$ cat src/rtl/tob_pkg.sv
// Shared definitions for the tower-stacking game: sweep directions,
// row sequencer state encoding and screen geometry.
package tob_pkg;

  localparam logic GO_LEFT  = 1'b0;
  localparam logic GO_RIGHT = 1'b1;

  localparam int SCREEN_WIDTH  = 160;
  localparam int SCREEN_HEIGHT = 120;

  typedef enum logic [1:0] {
    IDLE    = 2'd0,
    MOVE    = 2'd1,
    ADVANCE = 2'd2,
    DONE    = 2'd3
  } row_seq_state_t;

endpackage

$ cat src/rtl/row_seq_stepper.sv
// Combinational next-X / next-direction for one movement tick.
// ROW_SEQ_BOUNCE_EN selects clamp-and-reverse at the limits; default is wrap-around.
module row_seq_stepper
  import tob_pkg::*;
#(
  parameter int X_MIN  = 0,
  parameter int X_MAX  = 144,
  parameter int X_STEP = 4
) (
  input  logic [7:0] i_x,
  input  logic       i_dir,
  output logic [7:0] o_nextX,
  output logic       o_nextDir
);

  // Nine-bit arithmetic so x+X_STEP cannot wrap through 255 before the limit test.
  logic [8:0] w_sum;
  logic [8:0] w_lowBound;

  assign w_sum      = {1'b0, i_x} + 9'(X_STEP);
  assign w_lowBound = 9'(X_MIN) + 9'(X_STEP);

  always_comb begin
    o_nextX   = i_x;
    o_nextDir = i_dir;
    if (i_dir == GO_RIGHT) begin
      if (w_sum > 9'(X_MAX)) begin
`ifdef ROW_SEQ_BOUNCE_EN
        o_nextX   = 8'(X_MAX);
        o_nextDir = GO_LEFT;
`else
        o_nextX   = 8'(X_MIN);
`endif
      end else begin
        o_nextX = w_sum[7:0];
      end
    end else begin
      if ({1'b0, i_x} < w_lowBound) begin
`ifdef ROW_SEQ_BOUNCE_EN
        o_nextX   = 8'(X_MIN);
        o_nextDir = GO_RIGHT;
`else
        o_nextX   = 8'(X_MAX);
`endif
      end else begin
        o_nextX = i_x - 8'(X_STEP);
      end
    end
  end

endmodule

$ cat src/rtl/row_sequencer.sv
// Row/position sequencer: row counter, row Y pixel, horizontal sweep and drop capture.
// Limit behaviour of the sweep is selected by ROW_SEQ_BOUNCE_EN (see row_seq_stepper).
module row_sequencer
  import tob_pkg::*;
#(
  parameter int NUM_ROWS   = 7,
  parameter int ROW_PITCH  = 16,
  parameter int Y_BOTTOM   = 104,
  parameter int X_MIN      = 0,
  parameter int X_MAX      = 144,
  parameter int X_STEP     = 4,
  parameter int SERPENTINE = 1
) (
  input  logic       clk,
  input  logic       reset,
  input  logic       start,
  input  logic       step,
  input  logic       drop,
  output logic [7:0] x_pos,
  output logic [6:0] y_pos,
  output logic       direction,
  output logic [4:0] row,
  output logic       active,
  output logic       row_done,
  output logic [7:0] drop_x,
  output logic       top_reached
);

  row_seq_state_t r_state;
  logic [7:0]     r_x;
  logic [6:0]     r_y;
  logic           r_dir;
  logic [4:0]     r_row;
  logic           r_active;
  logic           r_rowDone;
  logic [7:0]     r_dropX;
  logic           r_top;

  logic [7:0]     w_nextX;
  logic           w_nextDir;
  logic [4:0]     w_rowInc;

  assign w_rowInc = r_row + 5'd1;

  function automatic logic [6:0] rowY(input logic [4:0] r);
    logic [11:0] t;
    t = 12'(Y_BOTTOM) - 12'(r) * 12'(ROW_PITCH);
    return t[6:0];
  endfunction

  function automatic logic startLeft(input logic [4:0] r);
    return (SERPENTINE != 0) && r[0];
  endfunction

  row_seq_stepper #(
    .X_MIN (X_MIN),
    .X_MAX (X_MAX),
    .X_STEP(X_STEP)
  ) u_stepper (
    .i_x      (r_x),
    .i_dir    (r_dir),
    .o_nextX  (w_nextX),
    .o_nextDir(w_nextDir)
  );

  // start overrides everything; drop beats a same-cycle step in MOVE.
  always_ff @(posedge clk or posedge reset) begin
    if (reset) begin
      r_state   <= IDLE;
      r_row     <= 5'd0;
      r_x       <= 8'(X_MIN);
      r_y       <= 7'(Y_BOTTOM);
      r_dir     <= GO_RIGHT;
      r_active  <= 1'b0;
      r_rowDone <= 1'b0;
      r_dropX   <= 8'd0;
      r_top     <= 1'b0;
    end else begin
      r_rowDone <= 1'b0;
      if (start) begin
        r_state  <= MOVE;
        r_row    <= 5'd0;
        r_x      <= 8'(X_MIN);
        r_dir    <= GO_RIGHT;
        r_y      <= rowY(5'd0);
        r_active <= 1'b1;
        r_top    <= 1'b0;
        r_dropX  <= 8'd0;
      end else begin
        case (r_state)
          MOVE: begin
            if (drop) begin
              r_dropX   <= r_x;
              r_rowDone <= 1'b1;
              r_active  <= 1'b0;
              r_state   <= ADVANCE;
            end else if (step) begin
              r_x   <= w_nextX;
              r_dir <= w_nextDir;
            end
          end
          ADVANCE: begin
            if (r_row == 5'(NUM_ROWS - 1)) begin
              r_state <= DONE;
              r_top   <= 1'b1;
            end else begin
              r_row    <= w_rowInc;
              r_y      <= rowY(w_rowInc);
              r_x      <= startLeft(w_rowInc) ? 8'(X_MAX) : 8'(X_MIN);
              r_dir    <= startLeft(w_rowInc) ? GO_LEFT : GO_RIGHT;
              r_active <= 1'b1;
              r_state  <= MOVE;
            end
          end
          default: begin
          end
        endcase
      end
    end
  end

  assign x_pos       = r_x;
  assign y_pos       = r_y;
  assign direction   = r_dir;
  assign row         = r_row;
  assign active      = r_active;
  assign row_done    = r_rowDone;
  assign drop_x      = r_dropX;
  assign top_reached = r_top;

endmodule

$ cat config.mk
export PLATFORM = sky130hd
export DESIGN_NAME = row_sequencer
export DESIGN_NICKNAME = d
export VERILOG_FILES = /design/src/rtl/tob_pkg.sv /design/src/rtl/row_seq_stepper.sv /design/src/rtl/row_sequencer.sv
export SDC_FILE = /design/constraint.sdc
export NUM_CORES = 1
export LEC_CHECK = 0
export CORE_UTILIZATION = 35
export DETAILED_ROUTE_END_ITERATION = 6
export PLACE_DENSITY = 0.6
export REMOVE_ABC_BUFFERS = 1
export SYNTH_ARGS = -nofsm -noshare
export SYNTH_HDL_FRONTEND = slang
export SYNTH_SLANG_ARGS = --single-unit
$ cat constraint.sdc
create_clock -name clk -period 5.3 [get_ports clk]
set_clock_uncertainty 0.1 [all_clocks]
set_input_delay 1.06 -clock clk [delete_from_list [all_inputs] [get_ports clk]]
set_output_delay 1.06 -clock clk [all_outputs]
set_load 0.02 [all_outputs]
# After elaboration in Yosys (flattened, before gate mapping)
# Index checks and enable logic that the tools add are counted.
[word_totals]
regBits = 34
in_bits = 5
output_inout_bits = 32
word_cells = 70
[classes]
add_sub_neg = 4
order_cmp = 2
eq_ne = 8
mux = 36
reduce_logical = 11
[ops]
columns = ["cell", "count"]
rows = [
  ["8-bit 2-to-1 mux", 11],
  ["7-bit 2-to-1 mux", 3],
  ["8-bit one-hot mux with 2 select lines", 1],
  ["5-bit 2-to-1 mux", 3],
  ["1-bit 2-to-1 mux", 13],
  ["3-bit != test (second input constant)", 4],
  ["8-bit by 3-bit adder with 9-bit output (second input constant)", 1],
  ["9-bit by 8-bit greater-than comparator with 1-bit output (second input constant)", 1],
  ["8-bit by 3-bit less-than comparator with 1-bit output (second input constant)", 1],
  ["2-bit AND reduction", 4],
  ["2-bit nonzero test", 4],
  ["8-bit by 3-bit subtractor with 8-bit output (second input constant)", 1],
  ["7-bit subtractor (first input constant)", 1],
  ["2-bit 2-to-1 mux", 3],
  ["5-bit by 1-bit adder with 5-bit output (second input constant)", 1],
  ["5-bit by 3-bit equality test with 1-bit output (second input constant)", 1],
  ["2-bit one-hot mux with 2 select lines", 1],
  ["4-bit AND reduction", 1],
  ["3-bit AND reduction", 1],
  ["3-bit nonzero test", 1],
  ["2-bit by 1-bit equality test with 1-bit output (second input constant)", 1],
  ["2-bit equality test (second input constant)", 1],
  ["2-bit != test (second input constant)", 1],
  ["1-bit one-hot mux with 2 select lines", 1],
]

# Depth between registers and ports, before layout
# Gate-level depths: netlist of the first run.
[depth]
word_depth = 8
ltp_mapped = 8
mapped_depth_nobuf = 7

# Hierarchy
# Synthesis of the first run repeated with hierarchy kept, for this count alone.
[unflattened]
hier_cells = 213
area_unflattened_um2 = 1875.5
[modules_own_cells]
columns = ["module", "n_inst", "cells_each", "area_each_um2", "seq_area_each_um2"]
rows = [
  ["row_sequencer", 1, 147, 1396.3, 729.4],
  ["row_seq_stepper", 1, 66, 479.2, 0.0],
]

# Least setup slack after synthesis of the first run
# Ideal clock, no wire load.
[synth_path]
kind = "reg2reg"
startpoint = "register r_x[2], in the netlist x_pos[2]"
endpoint = "register r_x[7], in the netlist x_pos[7]"
setup_time_ns = 0.094
t_arrival_ns = 2.034
required_time_ns = 5.106
path_slack_ns = 3.072
stages_incl_launch_ff = 7
path_buffers = 0
period_less_slack_ns = 2.228
path_cell_list = "dfrtp_1 -> ha_1 -> or3b_1 -> o31ai_1 -> o21ai_1 -> or4_1 -> a221oi_2"
[synth_via]
elab_chain_cells = 8
elab_cells_between_ends = 11
cone_classes = "add/sub: 2; order compare: 2; mux: 7"
[synth_lines]
columns = ["element", "line_no", "source"]
rows = [
  ["start: declaration", "row_sequencer.sv:30", "logic [7:0] r_x;"],
  ["start signal: assignment", "row_sequencer.sv:71", "r_x <= 8'(X_MIN);"],
  ["start signal: assignment", "row_sequencer.sv:83", "r_x <= 8'(X_MIN);"],
  ["start signal: assignment", "row_sequencer.sv:98", "r_x <= w_nextX;"],
  ["8-bit by 3-bit adder with 9-bit output", "row_seq_stepper.sv:20", "assign w_sum = {1'b0, i_x} + 9'(X_STEP);"],
  ["9-bit by 8-bit greater-than comparator with 1-bit output", "row_seq_stepper.sv:27", "if (w_sum > 9'(X_MAX)) begin"],
  ["8-bit 2-to-1 mux", "row_seq_stepper.sv:27", ""],
  ["8-bit 2-to-1 mux (*)", "row_seq_stepper.sv:26", "if (i_dir == GO_RIGHT) begin"],
  ["8-bit 2-to-1 mux (*)", "row_sequencer.sv:97", "end else if (step) begin"],
  ["8-bit 2-to-1 mux (*)", "row_sequencer.sv:92", "if (drop) begin"],
  ["8-bit one-hot mux with 2 select lines (*)", "row_sequencer.sv:90", "case (r_state)"],
  ["8-bit 2-to-1 mux (*)", "row_sequencer.sv:80", "if (start) begin"],
]
# Mark *: on every way between the ends. The rest lies on a longest branch, timed or not. The select of a mux whose other input is x is not followed.
# A chain may end at the register's enable or synchronous reset.

# Worst setup path in the final report of the first run
[layout_path]
startpoint = "input port start"
endpoint = "register r_x[6], in the netlist x_pos[6]"
[layout_via]
elab_chain_cells = 2
elab_cells_between_ends = 6
cone_classes = "eq/ne: 3; mux: 1; reduce/logical: 2"
[layout_lines]
columns = ["element", "line_no", "source"]
rows = [
  ["start: declaration", "row_sequencer.sv:16", "input logic start,"],
  ["3-bit != test (no line) / 3-bit nonzero test (equally long branches)", "--", ""],
  ["4-bit AND reduction (no line)", "--", ""],
]
# Parallel ways exist; a longest one is shown, timed or not.

==> flow_metrics.env, run 1 <==
export IMPL_status="completed"
export IMPL_critical_path_top_delay_family="buffers and inverters"
export IMPL_cts_resized=0
export IMPL_worst_pin_slew_ns=0.9915
export IMPL_p_per_area_nw_per_um2=234.7
export IMPL_io_pins=37
export IMPL_seqPwrFrac=0.504
export IMPL_finalSetupViolations=0
export IMPL_synth_edf_count=0
export IMPL_min_path_type="flip-flop to flip-flop"
export IMPL_cp_required_ns=5.33
export IMPL_netlist_area_sq_um=1569
export IMPL_crit_path_start="start"
export IMPL_fin_crit_ns=2.935
export IMPL_core_sq_um=4144
export IMPL_p_sw_mw=0.1328
export IMPL_place_hpwl_um=2412
export IMPL_die_h_um=68.96
export IMPL_slew_headroom=0.3383
export IMPL_r2r_cells=6
export IMPL_hold_viol=0
export IMPL_place_congestion=0.7836
export IMPL_hold_ws_ns=0.4145
export IMPL_synth_seq_cells=26
export IMPL_min_delay_start="top_reached$_DFFE_PP0P_"
export IMPL_cp_end_kind="flip-flop"
export IMPL_critPathKind="input port to flip-flop"
export IMPL_dr_wl_met3_um=81
export IMPL_grt_pass1_vias=1213
export IMPL_slowest_delay_ns=0.89
export IMPL_routed_top_layer="met4"
export IMPL_drc=0
export IMPL_clkLatencyLatePin_ns=0.27
export IMPL_syn2layout_area_growth_pct=20.81
export IMPL_rrSetupSlack_ns=2.90
export IMPL_avgRoutedWirePerCell_um=14.32
export IMPL_antenna_found_initial=0
export IMPL_initial_core_util=0.3786
export IMPL_via_per_inst=5.260
export IMPL_num_vias=1273
export IMPL_switching_share=0.2985
export IMPL_fin_tns_setup_ns=0
export IMPL_wl_met1_um=1685
export IMPL_cts_sinks=26
export IMPL_ant_nets=0
export IMPL_ys_flop_type="dfrtp_1"
export IMPL_cts_tree="done"
export IMPL_track_usage=0.1609
export IMPL_post_synth_cell_area_avg_sq_um=9.175
export IMPL_numCtsBuffers=3
export IMPL_power_clock_fraction=0.288
export IMPL_whs_endpoint="top_reached$_DFFE_PP0P_"
export IMPL_rsz0062_at_grt="false"
export IMPL_crit_slowest_cell="clkdlybuf4s50_1"
export IMPL_wl_met2_um=1690
export IMPL_cap_violations=0
export IMPL_crit_path_cell_trace="clkdlybuf4s50_1 > nor3b_2 > a311oi_1 > a2111oi_0"
export IMPL_finalCritPeriodShare=0.5538
export IMPL_drv_slew=0
export IMPL_grt_pass1_wl_um=5644
export IMPL_cts_buffer_depth=2
export IMPL_seq_area_frac_synth=0.4171
export IMPL_grt_remaining_overflow=0
export IMPL_critPathMaxFanout=26
export IMPL_port_buffers=30
export IMPL_dieArea_sq_um=4755
export IMPL_regToRegStartpoint="x_pos[2]$_DFFE_PP0P_"
export IMPL_layout_drive_gt1_share=0.08333
export IMPL_htreeDepth=1
export IMPL_diodes=0
export IMPL_fmax_ghz=0.3407
export IMPL_pwr_share_comb=0.208
export IMPL_holdPathStages=2
export IMPL_die_x_um=68.96
export IMPL_nets=204
export IMPL_grt_max_degree=27
export IMPL_critical_path_buf_inv_count=1
export IMPL_wl_um=3466
export IMPL_cts_root_buf="clkbuf_8"
export IMPL_holdBufCountCts=0
export IMPL_synthCells=171
export IMPL_fin_util=0.4574
export IMPL_dr_pass1_iters=4
export IMPL_crit_path_start_kind="input port"
export IMPL_p_int_mw=0.3121
export IMPL_cellLeakagePower_nw=0.7965
export IMPL_cp_arrival_ns=2.96
export IMPL_drt_iter0_drc=58
export IMPL_vdd_drop_max_mv=0.1602
export IMPL_r2r_end="x_pos[7]$_DFFE_PP0P_"
export IMPL_rows=23
export IMPL_synthArstFlopShare=1.000
export IMPL_synth_distinct_cells=49
export IMPL_synth_warnings=0
export IMPL_postCtsSetupBuffers=0
export IMPL_clk_pin_slew_worst_paths_ns=0.09
==> Yosys cell counts, types with 4 or more instances <==
| cell type | count | share of area |
|---|---|---|
| o21ai_0 | 7 | 0.022 |
| xor2_1 | 5 | 0.028 |
| nor2_1 | 18 | 0.043 |
| ha_1 | 6 | 0.048 |
| dfrtp_1 | 23 | 0.37 |
| clkbuf_1 | 6 | 0.014 |
| a21oi_1 | 9 | 0.029 |
| buf_4 | 9 | 0.043 |
| inv_1 | 6 | 0.014 |
| nor3_1 | 4 | 0.013 |
| nand2_1 | 18 | 0.043 |
| a31oi_1 | 4 | 0.016 |
==> logic make-up after synthesis <==
| group | after synthesis | synth area share |
|---|---|---|
| other | 2 | 0.004786 |
| DFF | 26 | 0.4171 |
| buffers and inverters | 23 | 0.08213 |
| xor gates and xnor gates | 7 | 0.03908 |
| and+or+nand+nor | 66 | 0.2249 |
| adders and majority gates | 6 | 0.04785 |
| AOI/OAI and AO/OA | 39 | 0.1715 |
| muxes | 2 | 0.01276 |
==> registers in the layout, summed over array words and instances (netlist names) <==
register,count
row_done,1
row,5
drop_x,7
r_state,2
top_reached,1
y_pos,2
x_pos,6
active,1
direction,1
==> cells in the final DEF, fill, tap and decap left out, types with 2 or more instances in the layout <==
cell             instances
xor2_1                   5
a21oi_1                  9
a211o_1                  2
nor3_1                   4
nor3b_1                  2
and3_2                   2
nand2_1                 18
conb_1                   6
o21ai_0                  7
dfrtp_1                 23
mux2i_1                  2
and3_1                   2
nand4_1                  2
nand2b_1                 2
dfstp_2                  3
or4_1                    2
nand3_1                  3
o21a_1                   2
a31oi_1                  4
ha_1                     6
nor2b_1                  2
a32o_1                   2
xnor2_1                  2
inv_1                    6
a21oi_2                  2
clkbuf_8                 4
clkdlybuf4s50_1         30
nor2_1                  18
nor3b_2                  2
==> power groups by stage <==
stage                     sequential, mW  combinational (mW)  clock [mW]
after floorplan                    0.233              0.0505           0
after global placement             0.227              0.0918           0
after detailed placement           0.228              0.0932           0
after CTS                          0.224              0.0937       0.135
after global routing               0.226               0.104       0.140
final                              0.224              0.0926       0.128
==> per-layer routing <==
| layer | up-vias | track usage |
|---|---|---|
| met5 | - | 0 |
| met4 | 0 | 0.03061 |
| met3 | 2 | 0.04112 |
| met2 | 22 | 0.2597 |
| met1 | 619 | 0.2170 |
| li1 | 630 | - |
==> how the worst max path moves through the flow <==
stage	to	slack [ns]	cells after the start
4_1_cts	x_pos[6]$_DFFE_PP0P_	2.40	4
6_report	x_pos[6]$_DFFE_PP0P_	2.36	4
5_1_grt	x_pos[6]$_DFFE_PP0P_	2.22	4
2_1_floorplan	x_pos[7]$_DFFE_PP0P_	3.07	6
3_5_place_dp	x_pos[6]$_DFFE_PP0P_	2.12	4
3_3_place_gp	x_pos[6]$_DFFE_PP0P_	2.19	4
==> tightest hold or removal path: stages, from the launching register on <==
cell and delay, ns:
dfrtp_1 0.36, a31oi_1 0.04, nor2_1 0.08
==> metrics by stage <==
step	cell area, sq um	total power, mW	setup slack, ns	cells
2_1_floorplan	1478	0.2838	3.071	158
5_1_grt	1896	0.4702	2.222	242
6_report	1896	0.4450	2.365	242
4_1_cts	1896	0.4528	2.403	242
3_5_place_dp	1841	0.3212	2.124	238
3_3_place_gp	1841	0.3189	2.192	238
==> layout make-up <==
| class | instances | area [sq um] |
|---|---|---|
| Inverter | 6 | 22.52 |
| Clock buffer | 4 | 55.05 |
| Multi-Input combinational cell | 126 | 800.8 |
| Timing Repair Buffer | 30 | 300.3 |
| Tap cell | 50 | 62.56 |
| Sequential cell | 26 | 654.4 |
| Fill cell | 389 | 2248 |
Power figures use the tool's default switching activity.
==> inputs of run 2 (changes only) <==
PLACE_DENSITY = 0.62   (was 0.6)
clock period = 2.4 ns   (was 5.3 ns; I/O delays follow)
==> run 2 against run 1 <==
Combinational power rose to 2.6 times the previous value. Die area did not move. Setup slack got worse by 2.2 ns. Cell count rose by 4.1%. Count of clock-buffer cells in the layout fell by 1.
==> flow_metrics.env, run 2 (synthesis results as in run 1) <==
export IMPL_critPathMaxFanout=13
export IMPL_die_h_um=68.96
export IMPL_power_mw=1.089
export IMPL_place_congestion=0.8589
export IMPL_avgRoutedWirePerCell_um=14.84
export IMPL_hold_viol=0
export IMPL_setup_slack_ns=0.1921
export IMPL_whs_endpoint="top_reached$_DFFE_PP0P_"
export IMPL_rrSetupSlack_ns=0.22
export IMPL_min_path_type="flip-flop to flip-flop"
export IMPL_rsz0062_at_grt="false"
export IMPL_cts_sinks=26
export IMPL_hold_ws_ns=0.4132
export IMPL_grt_pass1_wl_um=6134
export IMPL_cp_arrival_ns=1.63
export IMPL_cts_root_buf="clkbuf_8"
export IMPL_holdBufCountCts=0
export IMPL_fin_tns_setup_ns=0
export IMPL_crit_slowest_cell="dfstp_2"
export IMPL_finalSetupViolations=0
export IMPL_vdd_drop_max_mv=0.3990
export IMPL_ant_nets=0
export IMPL_largest_reg_flops=7
export IMPL_holdPathStages=2
export IMPL_port_buffers=30
export IMPL_p_per_area_nw_per_um2=547.9
export IMPL_final_cells=252
export IMPL_fillers=396
export IMPL_critical_path_top_delay_family="flip-flops"
export IMPL_antenna_found_initial=0
export IMPL_diodes=0
export IMPL_fmax_ghz=0.4529
export IMPL_fin_area_sq_um=1987
export IMPL_grt_max_degree=27
export IMPL_cp_end_kind="output pin"
export IMPL_r2r_cells=6
export IMPL_regArea_sq_um=654.4
export IMPL_htreeDepth=1
export IMPL_crit_path_start_kind="flip-flop"
export IMPL_nets=214
export IMPL_wl_um=3739
export IMPL_status="completed"
export IMPL_clkLatencyLatePin_ns=0.28
export IMPL_die_x_um=68.96
export IMPL_place_hpwl_um=2762
export IMPL_track_usage=0.1723
export IMPL_placed_cells=248
export IMPL_numCtsBuffers=3
export IMPL_cp_required_ns=1.82
export IMPL_cts_resized=0
export IMPL_via_per_inst=5.238
export IMPL_r2r_end="x_pos[7]$_DFFE_PP0P_"
export IMPL_critPathKind="flip-flop to output pin"
export IMPL_regToRegStartpoint="x_pos[2]$_DFFE_PP0P_"
export IMPL_layout_common_cells="30 x clkdlybuf4s50_1, 23 x dfrtp_1, 18 x nor2_1, 18 x nand2_1, 10 x buf_4"
export IMPL_layout_drive_gt1_share=0.1287
export IMPL_initial_core_util=0.3786
export IMPL_clk_pin_slew_worst_paths_ns=0.09
export IMPL_cellLeakagePower_nw=0.8533
export IMPL_core_sq_um=4144
export IMPL_grt_pass1_vias=1246
export IMPL_cts_buffer_depth=2
export IMPL_slowest_delay_ns=0.69
export IMPL_postCtsSetupBuffers=0
export IMPL_dr_pass1_iters=4
export IMPL_cts_tree="done"
export IMPL_cap_violations=0
export IMPL_syn2layout_area_growth_pct=26.64
export IMPL_num_vias=1320
export IMPL_critical_path_buf_inv_count=1
export IMPL_fin_util=0.4795
export IMPL_drc=0
export IMPL_placed_cell_area_sq_um=1916
export IMPL_fin_crit_ns=2.208
export IMPL_rows=23
export IMPL_drv_slew=0
export IMPL_final_common_cell="clkdlybuf4s50_1"
export IMPL_grt_remaining_overflow=0
export IMPL_min_delay_start="top_reached$_DFFE_PP0P_"
export IMPL_finalCritPeriodShare=0.9199
export IMPL_dieArea_sq_um=4755
export IMPL_multi_input_area_sq_um=800.8
export IMPL_crit_path_cell_trace="clkdlybuf4s50_1"
export IMPL_place_ws_ns=0.2633
export IMPL_drt_iter0_drc=71
export IMPL_io_pins=37
-- run 2: power by group --
group          internal (mW)  total (mW)  leakage (nW)  switching [mW]
Clock                  0.223       0.369        0.0357           0.145
Combinational         0.0983       0.237         0.476           0.138
Sequential             0.460       0.483         0.341          0.0232
Total                  0.782        1.09         0.853           0.307
-- run 2: cell type report --
type                            instances  area share
Sequential cell                        26      0.3293
Clock inverter                          1     0.01511
Clock buffer                            3     0.02078
Tap cell                               50     0.03149
Timing Repair Buffer                   40      0.1889
Inverter                                6     0.01133
Multi-Input combinational cell        126      0.4030
-- run 2: worst max-delay path by stage --
stage,depth (start not counted),slack (ns),start,to
2_1_floorplan,6,0.17,x_pos[2]$_DFFE_PP0P_,x_pos[7]$_DFFE_PP0P_
3_3_place_gp,6,0.29,x_pos[2]$_DFFE_PP0P_,x_pos[7]$_DFFE_PP0P_
3_5_place_dp,6,0.26,x_pos[2]$_DFFE_PP0P_,x_pos[7]$_DFFE_PP0P_
4_1_cts,1,0.18,direction$_DFFE_PP1P_,direction
5_1_grt,7,0.15,row[0]$_DFFE_PP0P_,x_pos[6]$_DFFE_PP0P_
6_report,1,0.19,direction$_DFFE_PP1P_,direction
-- run 2: layer usage --
layer | vias to the layer above | part of all wire | wire length (um) | global-route usage
met3 | 3 | 0.026 | 97 | 0.02467
met1 | 646 | 0.48 | 1788 | 0.2379
met4 | 0 | 0.0035 | 13 | 0.03827
met5 | - | 0 | 0 | 0
li1 | 644 | - | - | -
met2 | 27 | 0.49 | 1838 | 0.2828
